--- src/rtl/controlador_matriz_pkg.sv ---
// Shared matrix geometry for controlador_matriz and matriz_leds.
package matriz_defs;
    localparam int         NUM_COLS = 5;
    localparam int         NUM_ROWS = 7;
    localparam int         COL_W    = 3;
    localparam logic [2:0] LAST_COL = 3'd4;
endpackage

--- src/rtl/divisor_tick.sv ---
// Prescaler: counts 0..DIV-1 and raises a single-cycle tick on the last count.
module divisor_tick #(
    parameter int DIV = 65536
) (
    input  logic clock_in,
    input  logic reset,
    output logic tick
);
    localparam int           W    = $clog2(DIV);
    localparam logic [W-1:0] LAST = W'(DIV - 1);

    logic [W-1:0] presc;

    // Free-running prescaler, wraps after DIV-1.
    always_ff @(posedge clock_in) begin
        if (reset)             presc <= '0;
        else if (presc == LAST) presc <= '0;
        else                   presc <= presc + 1'b1;
    end

    assign tick = (presc == LAST);
endmodule

--- src/rtl/controlador_matriz.sv ---
// LED matrix controller: column scan, double-buffered column maps, commit at
// frame boundary. Optional blinking is compiled in with CONTROLADOR_MATRIZ_BLINK_EN.
module controlador_matriz
    import matriz_defs::*;
#(
    parameter int DIV          = 65536,
    parameter int BLINK_FRAMES = 64
) (
    input  logic                clock_in,
    input  logic                reset,
    input  logic                wr_en,
    input  logic [COL_W-1:0]    wr_col,
    input  logic [NUM_ROWS-1:0] wr_data,
    input  logic                commit,
    input  logic                blink,
    output logic [COL_W-1:0]    contador,
    output logic                enable,
    output logic [NUM_ROWS-1:0] mapa0,
    output logic [NUM_ROWS-1:0] mapa1,
    output logic [NUM_ROWS-1:0] mapa2,
    output logic [NUM_ROWS-1:0] mapa3,
    output logic [NUM_ROWS-1:0] mapa4,
    output logic                swap_pending,
    output logic                frame_done
);
    logic                tick;
    logic                frame_end;
    logic [NUM_ROWS-1:0] shadow [NUM_COLS];
    logic [NUM_ROWS-1:0] active [NUM_COLS];

    divisor_tick #(.DIV(DIV)) u_divisor_tick (
        .clock_in (clock_in),
        .reset    (reset),
        .tick     (tick)
    );

    assign frame_end = tick && (contador == LAST_COL);

    // Column scan counter, steps 0..4 once per tick.
    always_ff @(posedge clock_in) begin
        if (reset)                 contador <= '0;
        else if (frame_end)        contador <= '0;
        else if (tick)             contador <= contador + 1'b1;
    end

    // Shadow buffer writes; out-of-range columns are dropped.
    always_ff @(posedge clock_in) begin
        if (reset) begin
            for (int i = 0; i < NUM_COLS; i++) shadow[i] <= '0;
        end else if (wr_en && (wr_col <= LAST_COL)) begin
            shadow[wr_col] <= wr_data;
        end
    end

    // Commit flag: a commit coinciding with frame_end re-arms for the next frame.
    always_ff @(posedge clock_in) begin
        if (reset) swap_pending <= 1'b0;
        else       swap_pending <= commit | (swap_pending & ~frame_end);
    end

    // Displayed maps: copied from pre-edge shadow only on a pending frame end.
    always_ff @(posedge clock_in) begin
        if (reset) begin
            for (int i = 0; i < NUM_COLS; i++) active[i] <= '0;
        end else if (frame_end && swap_pending) begin
            for (int i = 0; i < NUM_COLS; i++) active[i] <= shadow[i];
        end
    end

    // Registered frame-start pulse, high after contador wraps 4->0.
    always_ff @(posedge clock_in) begin
        if (reset) frame_done <= 1'b0;
        else       frame_done <= frame_end;
    end

    assign mapa0 = active[0];
    assign mapa1 = active[1];
    assign mapa2 = active[2];
    assign mapa3 = active[3];
    assign mapa4 = active[4];

`ifdef CONTROLADOR_MATRIZ_BLINK_EN
    localparam logic [7:0] BLINK_LAST = 8'(BLINK_FRAMES - 1);
    logic [7:0] blink_cnt;

    // Blink: enable toggles every BLINK_FRAMES frames, only on frame_end.
    always_ff @(posedge clock_in) begin
        if (reset || !blink) begin
            blink_cnt <= '0;
            enable    <= 1'b1;
        end else if (frame_end) begin
            if (blink_cnt == BLINK_LAST) begin
                blink_cnt <= '0;
                enable    <= ~enable;
            end else begin
                blink_cnt <= blink_cnt + 1'b1;
            end
        end
    end
`else
    logic unused_cfg;
    assign unused_cfg = blink & (BLINK_FRAMES > 0);
    assign enable     = 1'b1;
`endif
endmodule

--- config.mk ---
export PLATFORM = sky130hd
export DESIGN_NAME = controlador_matriz
export DESIGN_NICKNAME = d
export VERILOG_FILES = /design/src/rtl/controlador_matriz_pkg.sv /design/src/rtl/divisor_tick.sv /design/src/rtl/controlador_matriz.sv
export SDC_FILE = /design/constraint.sdc
export NUM_CORES = 1
export LEC_CHECK = 0
export ABC_AREA = 1
export CAP_MARGIN = 15
export CORE_MARGIN = 2
export CORE_UTILIZATION = 54
export DETAILED_ROUTE_END_ITERATION = 16
export GPL_ROUTABILITY_DRIVEN = 0
export GPL_TIMING_DRIVEN = 1
export HOLD_SLACK_MARGIN = 0.02
export PLACE_DENSITY = 0.8
export SYNTH_ARGS = -nofsm -noshare
export SYNTH_HDL_FRONTEND = slang
export SYNTH_SLANG_ARGS = --single-unit
--- constraint.sdc ---
create_clock -name clock_in -period 2.6 [get_ports clock_in]
set_input_delay 0.26 -clock clock_in [delete_from_list [all_inputs] [get_ports clock_in]]
set_output_delay 0.26 -clock clock_in [all_outputs]
set_load 0.02 [all_outputs]
==> out/metrics.csv <==
metric,value,unit
outcome,"complete, no violations",
row count,30,
skew final,0.00828,ns
I/O Pins,56,
fin worst setup slack,0.571,ns
Hold WS,0.456,ns
final net count,434,
Crit. End Element,flop,
initial antenna violation count,0,
drt pass-1 iters,4,
worst vdd ir,0.000312,V
Post-route DRC,0,
Core Box Area,6790,sq um
DR iter-0 viols,175,
Non-Filler Instances,517,
fraction of layout cells with a size suffix above 1,13.1,%
distinct cell type count after synthesis,24,
CP peak stage delay,0.40,ns
"Core Util, Final",67.4,%
Routed wire per std cell,12.4,um
clock latency on the worst-skew pair,0.36,ns
die width,87.7,um
synth warn,0,
Die Y,87.7,um
Worst setup SP type,flop,
R2R depth,8,
Initial Utilization,55.7,%
cts repair resizes,0,
post-route cell area,4580,sq um
WHS Endpoint,swap_pending,
crit-path cells,ha_1 > nand3_2 > inv_1 > nand2_2 > nor2_4 > nand3_1 > nand2_1 > buf_4,
final total power,2.67,mW
Yosys reg bits,91,
DR vias,2429,
Cell Count Post-Placement,501,
critical path data arrival time,2.03,ns
GR Layer Usage met1,21.1,%
Max Freq,0.493,GHz
Setup TNS Final,0,ns
CP max FO,35,
# clock sinks,91,
die area,7700,sq um
Root Driver,clkbuf_8,
htree depth,3,
M2 GR Usage,30.9,%
Critical R2R Capture,active[0][25],
Clock Power Share,30.8,%
via-per-instance ratio,4.70,
final wirelength,6390,um
hold path depth,3,
hpwl dp,4620,um
sequential-to-total area share from yosys stat,66.6,%
WS Path Type,reg2reg,
Final period util,78.0,%
Hold Startpoint,commit,
final worst path period need,2.03,ns
"CTS clk-pin slew, worst paths",0.08,ns
sequential power share,61.7,%
synthesized net count,374,
GR Overflow Total,0,
# Post-CTS Setup Buffers,0,
GR peak layer,met2,
Syn Inst Count,356,
final count of hold timing violations,0,
flop-to-flop setup slack,0.57,ns
CTS Hold Bufs,0,
M3 GR Usage,4.52,%
final max-slew violation count,0,
"Slowest-stage cell, CP",buf_4,
Worst EP required,2.61,ns
Power Density,584,nW/um^2
Switching Fraction,23.3,%
number of max-cap violations,0,
RSZ-0062 raised after global routing,false,
Setup Viol. Count Final,0,
P_leak,1.84,nW
number of global-route vias before repair,2341,
TritonCTS buffer count,9,
placed cell area,4410,sq um
"antenna viol nets, final",0,
synthesized cell area,3790,sq um
first-pass GRT wire length,10400,um
Syn Area/Cell,10.6,sq um
largest net degree at the start of global routing,36,
dpl ws,0.466,ns
Comb power frac,7.5,%
internal power,2.05,mW
CTS tree,done,
synth-to-layout area growth,21.0,%
Total GRT Usage,18.1,%
hold crit path type,in2reg,
Psw,0.624,mW
Worst R2R Start,u_divisor_tick.presc[0],
Antenna Cells,0,
PortBufs,53,
clk buf depth,2,
-- routing by layer --
layer / vias to the layer above / share of wire [%]
li1: 1229 / -
met1: 1136 / 42
met2: 55 / 52
met3: 9 / 3.8
met4: 0 / 2.0
met5: - / 0
-- cells in the final DEF (no fill, tap or decap), types with 6 or more instances in the layout --
cell,Yosys,layout
clkbuf_8,0,9
clkdlybuf4s50_1,0,53
dfxtp_1,21,21
edfxtp_1,70,70
inv_1,68,68
nand2_1,49,49
nand3_1,8,8
nand4_1,6,6
nor2_1,69,69
nor2_2,28,28
-- worst max path at each step --
stage,startpoint,to,slack [ns],cells after the start
2_1_floorplan,u_divisor_tick.presc[0],active[0][0],0.36,7
3_3_place_gp,reset,active[0][12],0.55,5
3_5_place_dp,reset,active[0][11],0.47,5
4_1_cts,u_divisor_tick.presc[0],active[0][21],0.55,8
5_1_grt,u_divisor_tick.presc[0],active[0][23],0.37,8
6_report,u_divisor_tick.presc[0],active[0][25],0.57,8
-- power groups by stage --
stage	clock, mW	combinational, mW	sequential [mW]
global route	0.898	0.218	1.66
detailed placement	0	0.202	1.69
CTS	0.839	0.203	1.65
global placement	0	0.198	1.68
floorplan	0	0.0651	1.72
finish	0.823	0.201	1.65
-- state kept, by name, summed over array words and instances (netlist names) --
signal                cells
shadow                   35
active                   35
swap_pending              1
u_divisor_tick.presc     16
contador                  3
frame_done                1
-- Yosys cell counts, drive strengths merged --
cell,instances,share of area (%)
a21oi,5,0.66
buf,5,1.3
clkbuf,1,0.099
conb,1,0.099
dfxtp,21,11
edfxtp,70,56
ha,3,0.99
inv,68,6.7
nand2,52,5.4
nand3,9,1.3
nand4,7,1.6
nor2,101,13
nor3,2,0.26
nor4,1,0.17
o21bai,2,0.40
or2,1,0.17
xnor2,3,0.69
xor2,4,0.93
-- worst max-delay path, delay by kind of cell (launching register included) --
family | cells | cell delay (ns)
buffers and inverters | 2 | 0.51
flip-flops | 1 | 0.38
adder cells (fa/ha/maj) | 1 | 0.22
AND/OR/NAND/NOR | 5 | 0.56
-- kinds of logic (layout without fill, tap and decap cells) --
family / Yosys count / count (layout) / share of synthesized area [%]
flip-flops: 91 / 91 / 66.6
other: 1 / 1 / 0.0990
XOR/XNOR: 7 / 7 / 1.62
AND/OR/NAND/NOR: 173 / 173 / 21.5
buffers and inverters: 74 / 139 / 8.13
AO/OA/AOI/OAI: 7 / 7 / 1.06
adder cells (fa/ha/maj): 3 / 3 / 0.992
-- layout make-up --
class                   count  area, sq um
inverters                  68          255
well taps                  96          120
clock inverters             7         43.8
flip-flops and latches     91         2520
clock buffers               9          124
multi-input cells         191          956
fillers                   528         2210
repair buffers             55          558
Note: power is estimated with default switching activity, not from simulation.
